`src/rtl/axil_arb_pkg.sv`:
```
// Shared types and constants for the AXI4-Lite request arbiter.
package axil_arb_pkg;

  typedef enum logic [2:0] {
    IDLE    = 3'd0,
    WR      = 3'd1,
    WR_RESP = 3'd2,
    RD      = 3'd3,
    RD_DATA = 3'd4,
    DONE    = 3'd5
  } arb_state_e;

  localparam int RESP_OKAY = 0;
  localparam int ERR_CNT_W = 16;

endpackage

```
`src/rtl/axil_req_arbiter_rr_arbiter.sv`:
```
// Combinational round-robin grant: searches from (last_i + 1) mod NUM_REQ upward.
module rr_arbiter #(
  parameter int NUM_REQ = 2,
  parameter int IDX_W   = $clog2(NUM_REQ)
) (
  input  logic [NUM_REQ-1:0] req_i,
  input  logic [IDX_W-1:0]   last_i,
  output logic [NUM_REQ-1:0] gnt_o,
  output logic [IDX_W-1:0]   gnt_idx_o,
  output logic               any_o
);

  always_comb begin
    int         cand;
    logic [IDX_W-1:0] cidx;
    logic       found;
    cand      = 0;
    cidx      = '0;
    found     = 1'b0;
    gnt_o     = '0;
    gnt_idx_o = '0;
    for (int off = 1; off <= NUM_REQ; off++) begin
      cand = (int'(last_i) + off) % NUM_REQ;
      cidx = IDX_W'(cand);
      if (!found && req_i[cidx]) begin
        found          = 1'b1;
        gnt_o[cidx]    = 1'b1;
        gnt_idx_o      = cidx;
      end
    end
    any_o = |req_i;
  end

endmodule

```
`src/rtl/axil_req_arbiter.sv`:
```
// Round-robin arbiter and single-transaction AXI4-Lite master sequencer.
// Optional saturating error counter is built only when AXIL_ARB_ERR_CNT_EN is defined.
module axil_req_arbiter
  import axil_arb_pkg::*;
#(
  parameter int DATA_WIDTH = 32,
  parameter int ADDR_WIDTH = 8,
  parameter int RESP_WIDTH = 3,
  parameter int NUM_REQ    = 2
) (
  input  logic                            s3_axi_aclk,
  input  logic                            s3_axi_areset,
  input  logic [NUM_REQ-1:0]              req_valid,
  output logic [NUM_REQ-1:0]              req_ready,
  input  logic [NUM_REQ-1:0]              req_write,
  input  logic [NUM_REQ*ADDR_WIDTH-1:0]   req_addr,
  input  logic [NUM_REQ*DATA_WIDTH-1:0]   req_wdata,
  input  logic [NUM_REQ*DATA_WIDTH/8-1:0] req_wstrb,
  output logic [NUM_REQ-1:0]              done,
  output logic [DATA_WIDTH-1:0]           done_rdata,
  output logic [RESP_WIDTH-1:0]           done_resp,
  output logic [ADDR_WIDTH-1:0]           m_axi_awaddr,
  output logic                            m_axi_awvalid,
  input  logic                            m_axi_awready,
  output logic [DATA_WIDTH-1:0]           m_axi_wdata,
  output logic [DATA_WIDTH/8-1:0]         m_axi_wstrb,
  output logic                            m_axi_wvalid,
  input  logic                            m_axi_wready,
  input  logic [RESP_WIDTH-1:0]           m_axi_bresp,
  input  logic                            m_axi_bvalid,
  output logic                            m_axi_bready,
  output logic [ADDR_WIDTH-1:0]           m_axi_araddr,
  output logic                            m_axi_arvalid,
  input  logic                            m_axi_arready,
  input  logic [DATA_WIDTH-1:0]           m_axi_rdata,
  input  logic [RESP_WIDTH-1:0]           m_axi_rresp,
  input  logic                            m_axi_rvalid,
  output logic                            m_axi_rready,
  output logic [ERR_CNT_W-1:0]            err_count,
  output logic [2:0]                      dbg_state_o
);

  localparam int STRB_W = DATA_WIDTH / 8;
  localparam int IDX_W  = $clog2(NUM_REQ);

  // Handshake rule on every channel: a transfer happens on a rising clock edge
  // where valid and ready are both high; valid never waits for ready and the
  // payload stays constant while valid is high.

  arb_state_e              state_q;
  logic [IDX_W-1:0]        last_q;
  logic [NUM_REQ-1:0]      gnt_q;
  logic [IDX_W-1:0]        gidx_q;
  logic [ADDR_WIDTH-1:0]   addr_q;
  logic [DATA_WIDTH-1:0]   wdata_q;
  logic [STRB_W-1:0]       wstrb_q;
  logic                    awvalid_q;
  logic                    wvalid_q;
  logic                    arvalid_q;
  logic                    bready_q;
  logic                    rready_q;
  logic [NUM_REQ-1:0]      done_q;
  logic [DATA_WIDTH-1:0]   done_rdata_q;
  logic [RESP_WIDTH-1:0]   done_resp_q;

  logic [NUM_REQ-1:0]      gnt;
  logic [IDX_W-1:0]        gnt_idx;
  logic                    gnt_any;
  logic                    aw_done;
  logic                    w_done;

  rr_arbiter #(
    .NUM_REQ (NUM_REQ),
    .IDX_W   (IDX_W)
  ) u_rr (
    .req_i     (req_valid),
    .last_i    (last_q),
    .gnt_o     (gnt),
    .gnt_idx_o (gnt_idx),
    .any_o     (gnt_any)
  );

  // The accept pulse must land in the same cycle the grant is decided.
  assign req_ready = (state_q == IDLE) ? gnt : '0;

  // A channel counts as finished once its valid has dropped or is handshaking now.
  assign aw_done = !awvalid_q || m_axi_awready;
  assign w_done  = !wvalid_q  || m_axi_wready;

  always_ff @(posedge s3_axi_aclk or posedge s3_axi_areset) begin
    if (s3_axi_areset) begin
      state_q      <= IDLE;
      last_q       <= IDX_W'(NUM_REQ - 1);
      gnt_q        <= '0;
      gidx_q       <= '0;
      addr_q       <= '0;
      wdata_q      <= '0;
      wstrb_q      <= '0;
      awvalid_q    <= 1'b0;
      wvalid_q     <= 1'b0;
      arvalid_q    <= 1'b0;
      bready_q     <= 1'b0;
      rready_q     <= 1'b0;
      done_q       <= '0;
      done_rdata_q <= '0;
      done_resp_q  <= '0;
    end else begin
      done_q <= '0;
      case (state_q)
        IDLE: begin
          if (gnt_any) begin
            gnt_q   <= gnt;
            gidx_q  <= gnt_idx;
            addr_q  <= req_addr[gnt_idx*ADDR_WIDTH +: ADDR_WIDTH];
            wdata_q <= req_wdata[gnt_idx*DATA_WIDTH +: DATA_WIDTH];
            wstrb_q <= req_wstrb[gnt_idx*STRB_W +: STRB_W];
            if (req_write[gnt_idx]) begin
              awvalid_q <= 1'b1;
              wvalid_q  <= 1'b1;
              state_q   <= WR;
            end else begin
              arvalid_q <= 1'b1;
              state_q   <= RD;
            end
          end
        end
        WR: begin
          if (awvalid_q && m_axi_awready) awvalid_q <= 1'b0;
          if (wvalid_q && m_axi_wready)   wvalid_q  <= 1'b0;
          if (aw_done && w_done) begin
            bready_q <= 1'b1;
            state_q  <= WR_RESP;
          end
        end
        WR_RESP: begin
          if (m_axi_bvalid) begin
            bready_q     <= 1'b0;
            done_resp_q  <= m_axi_bresp;
            done_rdata_q <= '0;
            done_q       <= gnt_q;
            state_q      <= DONE;
          end
        end
        RD: begin
          if (m_axi_arready) begin
            arvalid_q <= 1'b0;
            rready_q  <= 1'b1;
            state_q   <= RD_DATA;
          end
        end
        RD_DATA: begin
          if (m_axi_rvalid) begin
            rready_q     <= 1'b0;
            done_resp_q  <= m_axi_rresp;
            done_rdata_q <= m_axi_rdata;
            done_q       <= gnt_q;
            state_q      <= DONE;
          end
        end
        DONE: begin
          last_q  <= gidx_q;
          state_q <= IDLE;
        end
        default: state_q <= IDLE;
      endcase
    end
  end

`ifdef AXIL_ARB_ERR_CNT_EN
  logic [ERR_CNT_W-1:0] err_cnt_q;

  always_ff @(posedge s3_axi_aclk or posedge s3_axi_areset) begin
    if (s3_axi_areset) begin
      err_cnt_q <= '0;
    end else if (state_q == DONE && done_resp_q != RESP_WIDTH'(RESP_OKAY) && err_cnt_q != '1) begin
      err_cnt_q <= err_cnt_q + 1'b1;
    end
  end

  assign err_count = err_cnt_q;
`else
  assign err_count = '0;
`endif

  assign done          = done_q;
  assign done_rdata    = done_rdata_q;
  assign done_resp     = done_resp_q;
  assign m_axi_awaddr  = addr_q;
  assign m_axi_awvalid = awvalid_q;
  assign m_axi_wdata   = wdata_q;
  assign m_axi_wstrb   = wstrb_q;
  assign m_axi_wvalid  = wvalid_q;
  assign m_axi_bready  = bready_q;
  assign m_axi_araddr  = addr_q;
  assign m_axi_arvalid = arvalid_q;
  assign m_axi_rready  = rready_q;
  assign dbg_state_o   = state_q;

endmodule
```
`config.mk`:
```
export PLATFORM = sky130hd
export DESIGN_NAME = axil_req_arbiter
export DESIGN_NICKNAME = d
export VERILOG_FILES = /design/src/rtl/axil_arb_pkg.sv /design/src/rtl/axil_req_arbiter_rr_arbiter.sv /design/src/rtl/axil_req_arbiter.sv
export SDC_FILE = /design/constraint.sdc
export NUM_CORES = 1
export LEC_CHECK = 0
export BUFFER_PORTS_ARGS = -buffer_cell sky130_fd_sc_hd__buf_2
export CAP_MARGIN = 30
export CORE_MARGIN = 4
export CORE_UTILIZATION = 45
export CTS_BUF_LIST = sky130_fd_sc_hd__clkbuf_8
export CTS_CLUSTER_DIAMETER = 30
export DETAILED_ROUTE_END_ITERATION = 6
export PLACE_DENSITY = 0.82
export SETUP_SLACK_MARGIN = 0.05
export SKIP_LAST_GASP = 1
export SLEW_MARGIN = 15
export SYNTH_ARGS = -nofsm -noshare
export SYNTH_HDL_FRONTEND = slang
export SYNTH_SLANG_ARGS = --single-unit
export TNS_END_PERCENT = 1
```
`constraint.sdc`:
```
create_clock -name s3_axi_aclk -period 3.75 [get_ports s3_axi_aclk]
set_clock_uncertainty 0.05 [all_clocks]
set_input_delay 0.1875 -clock s3_axi_aclk [delete_from_list [all_inputs] [get_ports s3_axi_aclk]]
set_output_delay 0.1875 -clock s3_axi_aclk [all_outputs]
set_load 0.005 [all_outputs]
```
Word-level counts from Yosys, hierarchy flattened
Cells that the tools add are included.
{"block": "classes", "n_lt_le_gt_ge": 5, "n_mux": 48, "n_shift": 3, "n_div": 0, "reduce_logical": 26, "addsub": 2, "n_bitwise": 1, "n_eq_ne": 14, "n_mul": 0}
{"op": "2-to-1 mux 32 bit", "n": 2}
{"op": "one-hot mux 32 bit (2 select lines)", "n": 1}
{"op": "variable part select 64 x 7 -> 32 bit", "n": 1}
{"op": "2-to-1 mux 1 bit", "n": 22}
{"op": "2-to-1 mux 3 bit", "n": 7}
{"op": "!= test 2 bit, second input constant", "n": 8}
{"op": "variable part select 16 x 5 -> 8 bit", "n": 1}
{"op": "one-hot mux 3 bit (5 select lines)", "n": 1}
{"op": "2-to-1 mux 2 bit", "n": 6}
{"op": "AND reduction 4 bit", "n": 3}
{"op": "one-hot mux 1 bit (2 select lines)", "n": 5}
{"op": "nonzero test 2 bit", "n": 5}
{"op": "AND reduction 3 bit", "n": 3}
{"op": "variable part select 8 x 4 -> 4 bit", "n": 1}
{"op": "== test 3 x 2 -> 1 bit, second input constant", "n": 2}
{"op": "== test 3 bit, second input constant", "n": 2}
{"op": "logical AND 1 bit", "n": 6}
{"op": "less-than comparator 1 x 2 -> 1 bit, second input constant", "n": 3}
{"op": "one-hot mux 3 bit (2 select lines)", "n": 1}
{"op": "AND reduction 5 bit", "n": 1}
{"op": "one-hot mux 2 bit (2 select lines)", "n": 1}
{"op": "== test 3 x 1 -> 1 bit, second input constant", "n": 1}
{"op": "logical NOT 1 bit", "n": 3}
{"op": "logical NOT 3 bit", "n": 1}
{"op": "other kinds (8)", "n": 12}
{"block": "word_totals", "latchBits": 0, "regBits": 93, "elab_cells": 114, "memories": 0, "ramBits": 0, "romBits": 0, "inputBits": 137}

Longest topological paths before layout
Gate-level depths: netlist (run 1).
{"block": "depth", "ltp_word": 12, "depth_mapped": 7}

By module
A second synthesis (run 1) with hierarchy kept.
{"block": "unflattened", "cells_unflattened": 452, "area_unflattened_um2": 4381.7}
{"module": "axil_req_arbiter", "cells_per_inst": 447, "area_each_um2": 4349.2, "n_inst": 1}
{"module": "rr_arbiter", "cells_per_inst": 5, "area_each_um2": 32.5, "n_inst": 1}

Worst setup path after synthesis (run 1)
OpenSTA, ideal clock, no wires.
{"block": "synth_timing", "path_kind": "reg-to-reg", "start": "register state_q[1], in the netlist dbg_state_o[1]", "end": "register state_q[0], in the netlist dbg_state_o[0]", "synth_period_minus_slack_ns": 1.797, "slack_ns": 1.953, "arrival_ns": 1.622, "path_buffers": 1, "setup_time_ns": 0.125, "path_stages_with_launch": 6, "path_cell_list": "dfrtp_1 -> buf_6 -> or4_1 -> a21o_1 -> o221ai_2 -> mux2_4"}
{"block": "synth_via", "elab_chain_cells": 3, "elab_cells_between_ends": 12, "cone_classes": "eq/ne (9); mux (1); reduce/logical (2)"}
{"item": "from (decl)", "line_no": "axil_req_arbiter.sv:50", "rtl": "arb_state_e state_q;"}
{"item": "from (signal assigned)", "line_no": "axil_req_arbiter.sv:92", "rtl": "state_q <= IDLE;"}
{"item": "from (signal assigned)", "line_no": "axil_req_arbiter.sv:120", "rtl": "state_q <= WR;"}
{"item": "from (signal assigned)", "line_no": "axil_req_arbiter.sv:123", "rtl": "state_q <= RD;"}
{"item": "== test 3 x 1 -> 1 bit, or another cell as far along", "line_no": "axil_req_arbiter.sv:109", "rtl": "case (state_q)"}
{"item": "!= test 2 bit (no line)"}
{"item": "AND reduction 5 bit (no line)"}
Parallel ways exist; a longest one is shown, timed or not.
A chain may end at the register's enable or synchronous reset.

Final worst setup path (run 1)
{"block": "layout_timing", "start": "register state_q[1], in the netlist dbg_state_o[1]", "end": "register done_rdata_q[23], in the netlist done_rdata[23]"}
{"block": "layout_via", "elab_chain_cells": 3, "elab_cells_between_ends": 7, "cone_classes": "eq/ne (4); mux (1); reduce/logical (2)"}
{"item": "== test 3 bit or == test 3 x 2 -> 1 bit (tied branches)", "line_no": "axil_req_arbiter.sv:109"}
{"item": "!= test 2 bit (no line) or nonzero test 2 bit (tied branches)"}
{"item": "AND reduction 3 bit (no line)"}
{"item": "to (signal assigned)", "line_no": "axil_req_arbiter.sv:155", "rtl": "done_rdata_q <= m_axi_rdata;"}
{"item": "to (decl)", "line_no": "axil_req_arbiter.sv:63", "rtl": "logic [DATA_WIDTH-1:0] done_rdata_q;"}
Parallel ways exist; a longest one is shown, timed or not.

==> results.cfg, run 1 <==
[clock_network]
cts_tree = done
ctsLongestPathBuffers = 2
cts_made_buffers = 9
root_buffer = sky130_fd_sc_hd__clkbuf_8
post_cts_buffers = 0
postCtsResizedCells = 0
clock_sink_count = 93
htree_levels = 3
clk_latency_ps = 340
cts-hold-fix-buffers = 6
clkSlewWorstSetupHoldPaths_ps = 90

[drt]
dr.pass1.iters = 4
detail_route.wirelength.met1_um = 4630
top_signal_layer_used = met4
dr_wl_met2_um = 5920
avgViaCountPerCell = 4.79
routed_wirelength_um = 11500
drc = 0
avgRoutedWirePerCell_um = 14.5
first_iter_violations = 153
route.vias.total = 3816
route.met3.wl_um = 879
postRouteAntennaNets = 0

[floorplanning]
floorplan.initialDensity = 0.465
die_h_um = 106
core_area_um2 = 9280
design.die.area_um2 = 11200
fp.dieW_um = 106
ioPinCount = 252
row_count = 35

[cells_and_area]
synthToLayoutAreaGrowth_pct = 33.0
area_of_all_placed_cells_without_fillers_um2 = 5740
drive_gt1_frac = 0.401
filler_cell_count = 825
antennaDiodeCount = 0
final_nets = 800

[global_route]
via_count_of_the_first_global_routing_pass = 3729
grt_pass1_wl_um = 18200
antenna_found_initial = 0
globalRouteTotalUtil = 0.201
global_route.overflow_total = 0
grt_start_max_net_pins = 60

[yosys]
synthMuxAreaShare = 0.120
yosys.area_share.xor_xnor = 0
syn-cell-area_um2 = 4320
synth-warning-count = 0
synthSimpleGateAreaFrac = 0.128
synth-adder-area-share = 0
synth_top_family_by_area = compound AO/OA/AOI/OAI gates
synth_area_leaders = sky130_fd_sc_hd__dfrtp_1, sky130_fd_sc_hd__mux2i_1, sky130_fd_sc_hd__nand2_1, sky130_fd_sc_hd__o21ai_1, sky130_fd_sc_hd__buf_4
post_synth.cell_area_avg_um2 = 9.73
synth_top_cell_by_area = sky130_fd_sc_hd__dfrtp_1
yosysSeqAreaShare = 0.539
yosysTopAreaCellShare = 0.533
synth_compound_area_frac = 0.132
postSynthRegisterBits = 93
synthesis.instances = 444
ys_types = 34

[sta]
timing_worst_slew_pin_value_ps = 943
finalWorstPathRequiredPeriod_ps = 2180
worst_slew_margin_rel = 0.369
unrepaired_setup_endpoints_after_global_routing = no
setup_viol = 0
final_max_slew_viol_count = 0
fin_setup_tns_ps = 0
final_critical_path_setup_slack_ps = 1570
finalHoldViolations = 0
fmax_ghz = 0.458
min_period_over_period = 0.582
finalHoldWorstSlack_ps = 22.9

[power_and_ir_drop]
cellPowerDensity_nw_per_um2 = 692
static-leakage-power_uw = 0.00310
power.ir.vdd_worst_uv = 265

[outcome]
run_status = complete, no violations

[worst_hold_path]
min_path_cells = 3
worstHoldPathType = in2reg

[worst_setup_path]
reg2reg_depth = 5
crit_path_start_kind = register
critPathCaptureType = register
regToRegSetupSlack_ps = 1570
worst-path-max-fanout = 46
critical_path_required_ps = 3920
setup.worst_path.class = reg2reg
arrival_ps = 2350

[job]
max_cap_viol_count = 0

[placed_design]
gpl.final_weighted_congestion = 0.811
detailedPlacementHpwl_um = 8990
placement.setup.worst_slack_ps = 1440
post_dp_cell_area_um2 = 5470
place.port_buffers = 235
## worst max-delay path: stages, from the launching register on
cell	delay [ps]
sky130_fd_sc_hd__dfrtp_1	670
sky130_fd_sc_hd__mux2i_1	290
sky130_fd_sc_hd__nand2b_2	470
sky130_fd_sc_hd__buf_4	410
sky130_fd_sc_hd__nand2_1	90
sky130_fd_sc_hd__o21ai_1	60
## state kept, by name, indices dropped and copies added (netlist names), 2 cells and up
register,cells
gnt_q,2
dbg_state_o,3
m_axi_wdata,32
done,2
m_axi_wstrb,4
done_resp,3
m_axi_araddr,8
done_rdata,32
## metal layers
metal  vias up  track usage
li1       1888            -
met1      1746        0.242
met5         -            0
met3        12       0.0486
met4         0       0.0472
met2       170        0.362
## cell families (layout without fill, tap and decap cells)
kind of cell,after synthesis,count (layout)
AO/OA/AOI/OAI,104,104
AND/OR/NAND/NOR,134,134
multiplexers,51,51
buffers and inverters,61,270
flip-flops,93,93
other,1,16
## synth_stat cells (all sizes together)
cell type and count:
nand2 113, dfrtp 92, o21ai 82, mux2i 49, buf 40, clkbuf 15, a21o 6, inv 6
a21oi 5, nand2b 5, nor2 5, a21boi 3, nand3b 3, a31oi 2, mux2 2, nor3b 2
o22a 2, a211oi 1, a22oi 1, a41oi 1, and2 1, and2b 1, and3 1, conb 1
dfstp 1, nand3 1, nor3 1, o221ai 1, or4 1
## layout by cell type (no fill, tap or decap), types with 6 or more instances in the layout
cell type	synthesis	layout
sky130_fd_sc_hd__dfrtp_1	92	92
sky130_fd_sc_hd__a21o_1	6	6
sky130_fd_sc_hd__o21ai_1	81	80
sky130_fd_sc_hd__mux2i_1	49	49
sky130_fd_sc_hd__buf_4	24	6
sky130_fd_sc_hd__nand2_1	113	113
sky130_fd_sc_hd__clkbuf_8	0	12
sky130_fd_sc_hd__dlygate4sd3_1	0	6
sky130_fd_sc_hd__conb_1	1	16
sky130_fd_sc_hd__buf_2	15	235
## metrics by stage
stage               total power, uW  std cells  utilization
global route                   4320        797        0.619
CTS                            4010        796        0.617
finish                         3970        797        0.619
floorplan                      2710        459            -
detailed placement             3360        774        0.589
global placement               3280        774        0.589
## report_power, final
| part | switching [uW] | internal, uW |
|---|---|---|
| registers | 276 | 1420 |
| logic | 880 | 765 |
| clock network | 336 | 298 |
## final timing paths
path,start,end
setup / recovery,dbg_state_o[1],done_rdata[23]
hold / removal,m_axi_rdata[12],done_rdata[12]
setup reg to reg,dbg_state_o[1],done_rdata[23]
hold reg to reg,gidx_q,gidx_q
max in group asynchronous,s3_axi_areset,done_rdata[2]
min in group asynchronous,s3_axi_areset,m_axi_wstrb[3]
## layout make-up
class | instances | area, um^2 | area share
clock buffers | 12 | 165 | 0.0288
clock inverters | 4 | 30.0 | 0.00523
inverters | 6 | 25.0 | 0.00436
multi-input cells | 305 | 1730 | 0.302
flip-flops and latches | 93 | 2330 | 0.405
well taps | 129 | 161 | 0.0281
repair buffers | 248 | 1300 | 0.227
No activity file was read; power rests on OpenSTA's default activity.
==> run 2, diff against run 1 <==
Clock period 3.75 ns to 2.05 ns, I/O delays scaled along.
==> run 2 against run 1 <==
Net effect: flip-flop and latch count stayed put; combinational power is 120% higher; sequential power is 82% higher; non-clock buffer count is 101 higher; sequential share of layout area is 6.6 points lower; worst hold slack worse by 13 ps; cell count is 12% higher; clock-buffer cell count is 3 lower; clock power is 100% higher; setup slack worse by 1500 ps; total power is 100% higher; critical path type unchanged; critical endpoint is now m_axi_wdata[26]; highest routed layer unchanged.
==> results.cfg, run 2 (synthesis gave the netlist of run 1 again) <==
[outcome]
run_status = complete, no violations

[worst_setup_path]
critPathCaptureType = register
endpoint = m_axi_wdata[26]
regToRegSetupSlack_ps = 70
worst-path-max-fanout = 11
reg2reg_depth = 6
worst_r2r_endpoint = m_axi_wdata[26]
arrival_ps = 2170
setup.worst_path.class = reg2reg
critPathLaunch = last_q
crit_path_start_kind = register
r2r-start = last_q
critical_path_required_ps = 2240

[power_and_ir_drop]
power.ir.vdd_worst_uv = 549
cellPowerDensity_nw_per_um2 = 1160
static-leakage-power_uw = 0.00356

[placed_design]
dpl.cell_count = 776
gpl.final_weighted_congestion = 0.784
place.port_buffers = 235
detailedPlacementHpwl_um = 8680

[floorplanning]
fp.dieW_um = 106
die_h_um = 106
ioPinCount = 252
core_area_um2 = 9280
design.die.area_um2 = 11200
floorplan.initialDensity = 0.465
row_count = 35

[global_route]
grt_pass1_wl_um = 22500
grt_start_max_net_pins = 89
via_count_of_the_first_global_routing_pass = 4533
antenna_found_initial = 0
globalRouteTotalUtil = 0.252
global_route.overflow_total = 0

[clock_network]
htree_levels = 3
cts_tree = done
clock_sink_count = 93
cts_made_buffers = 9
root_buffer = sky130_fd_sc_hd__clkbuf_8
clk_latency_ps = 340
clkSlewWorstSetupHoldPaths_ps = 90
ctsLongestPathBuffers = 2

[cells_and_area]
mostFrequentLayoutCell = sky130_fd_sc_hd__buf_2
drive_gt1_frac = 0.353
commonest_non_fill_non_tap_cells_in_the_layout = sky130_fd_sc_hd__buf_2, sky130_fd_sc_hd__nand2_1, sky130_fd_sc_hd__dlygate4sd3_1, sky130_fd_sc_hd__dfrtp_1, sky130_fd_sc_hd__o21ai_1
final_nets = 901
antennaDiodeCount = 0
final-instance-count-excl-fill = 896
filler_cell_count = 598
synthToLayoutAreaGrowth_pct = 58.7

[sta]
fmax_ghz = 0.505
unrepaired_setup_endpoints_after_global_routing = yes
final_max_slew_viol_count = 0
min_period_over_period = 0.967
fin_setup_tns_ps = 0
setup_viol = 0
finalHoldViolations = 0
finalWorstPathRequiredPeriod_ps = 1980

[drt]
routed_wirelength_um = 15300
postRouteAntennaNets = 0
avgViaCountPerCell = 4.99
first_iter_violations = 225
route.vias.total = 4473
dr.pass1.iters = 5
avgRoutedWirePerCell_um = 17.0
drc = 0

[worst_hold_path]
worstHoldPathType = in2reg

[job]
max_cap_viol_count = 0
run 2: cell types whose count changed in the layout (fill, tap and decap cells not counted), sizes merged:
cell,change
clkinvlp,+2
clkinv,-2
bufinv,+2
inv,-1
clkbuf,-1
buf,+4
dlygate4sd3,+95
run 2: metal layers:
metal | part of all wire | track usage
met5 | 0 | 0
met4 | 0.042 | 0.108
met1 | 0.36 | 0.283
met3 | 0.077 | 0.0650
met2 | 0.52 | 0.452
run 2: repair_timing:
action | 4_1_cts | 5_1_grt
resized for setup | 0 | 1
endpoints found under the hold margin | 86 | 0
buffers inserted | 0 | 2
endpoints found under the setup margin | 0 | 27
hold buffers | 101 | 0
run 2: worst min path at each step:
stage | cells after the start | slack, ps | endpoint | start
2_1_floorplan | 2 | 180 | done_rdata[0] | m_axi_rdata[0]
3_3_place_gp | 2 | 100 | done_rdata[3] | s3_axi_areset
3_5_place_dp | 2 | 100 | done_rdata[2] | s3_axi_areset
4_1_cts | 3 | 0.3 | m_axi_wdata[27] | req_wdata[59]
5_1_grt | 3 | 10 | m_axi_wstrb[1] | req_wstrb[5]
6_report | 3 | 10 | m_axi_wdata[27] | req_wdata[59]
run 2: area by class of cell:
| class | count | area (um^2) | share of cell area |
|---|---|---|---|
| clock buffers | 9 | 124 | 0.0181 |
| clock inverters | 5 | 78.8 | 0.0115 |
| inverters | 6 | 26.3 | 0.00383 |
| multi-input cells | 305 | 1740 | 0.254 |
| flip-flops and latches | 93 | 2330 | 0.340 |
| well taps | 129 | 161 | 0.0235 |
| repair buffers | 349 | 2400 | 0.350 |
run 2: through the flow:
stage | power, uW | utilization | instance area [um^2] | setup slack, ps | hold WS [ps]
after global routing | 8450 | 0.739 | 6860 | 23.3 | 12.0
final | 7930 | 0.739 | 6860 | 68.1 | 9.54
after floorplan | 4950 | - | 4380 | 253 | 180
after global placement | 6080 | 0.598 | 5550 | 331 | 101
after detailed placement | 6220 | 0.598 | 5550 | 335 | 99.6
after CTS | 7700 | 0.728 | 6760 | 103 | 0.268
run 2: report_power, final:
part	switching (uW)	leakage [uW]	internal, uW
combinational	1900	0.00226	1680
sequential	486	0.00120	2590
clock	605	0.0000986	670
run 2: critical path, cell delays in order (launching register included):
cell and delay (ps):
sky130_fd_sc_hd__dfstp_2 560, sky130_fd_sc_hd__a21boi_4 60, sky130_fd_sc_hd__buf_12 140, sky130_fd_sc_hd__clkbuf_16 180, sky130_fd_sc_hd__mux2i_1 130, sky130_fd_sc_hd__dlygate4sd3_1 560, sky130_fd_sc_hd__o21ai_1 210
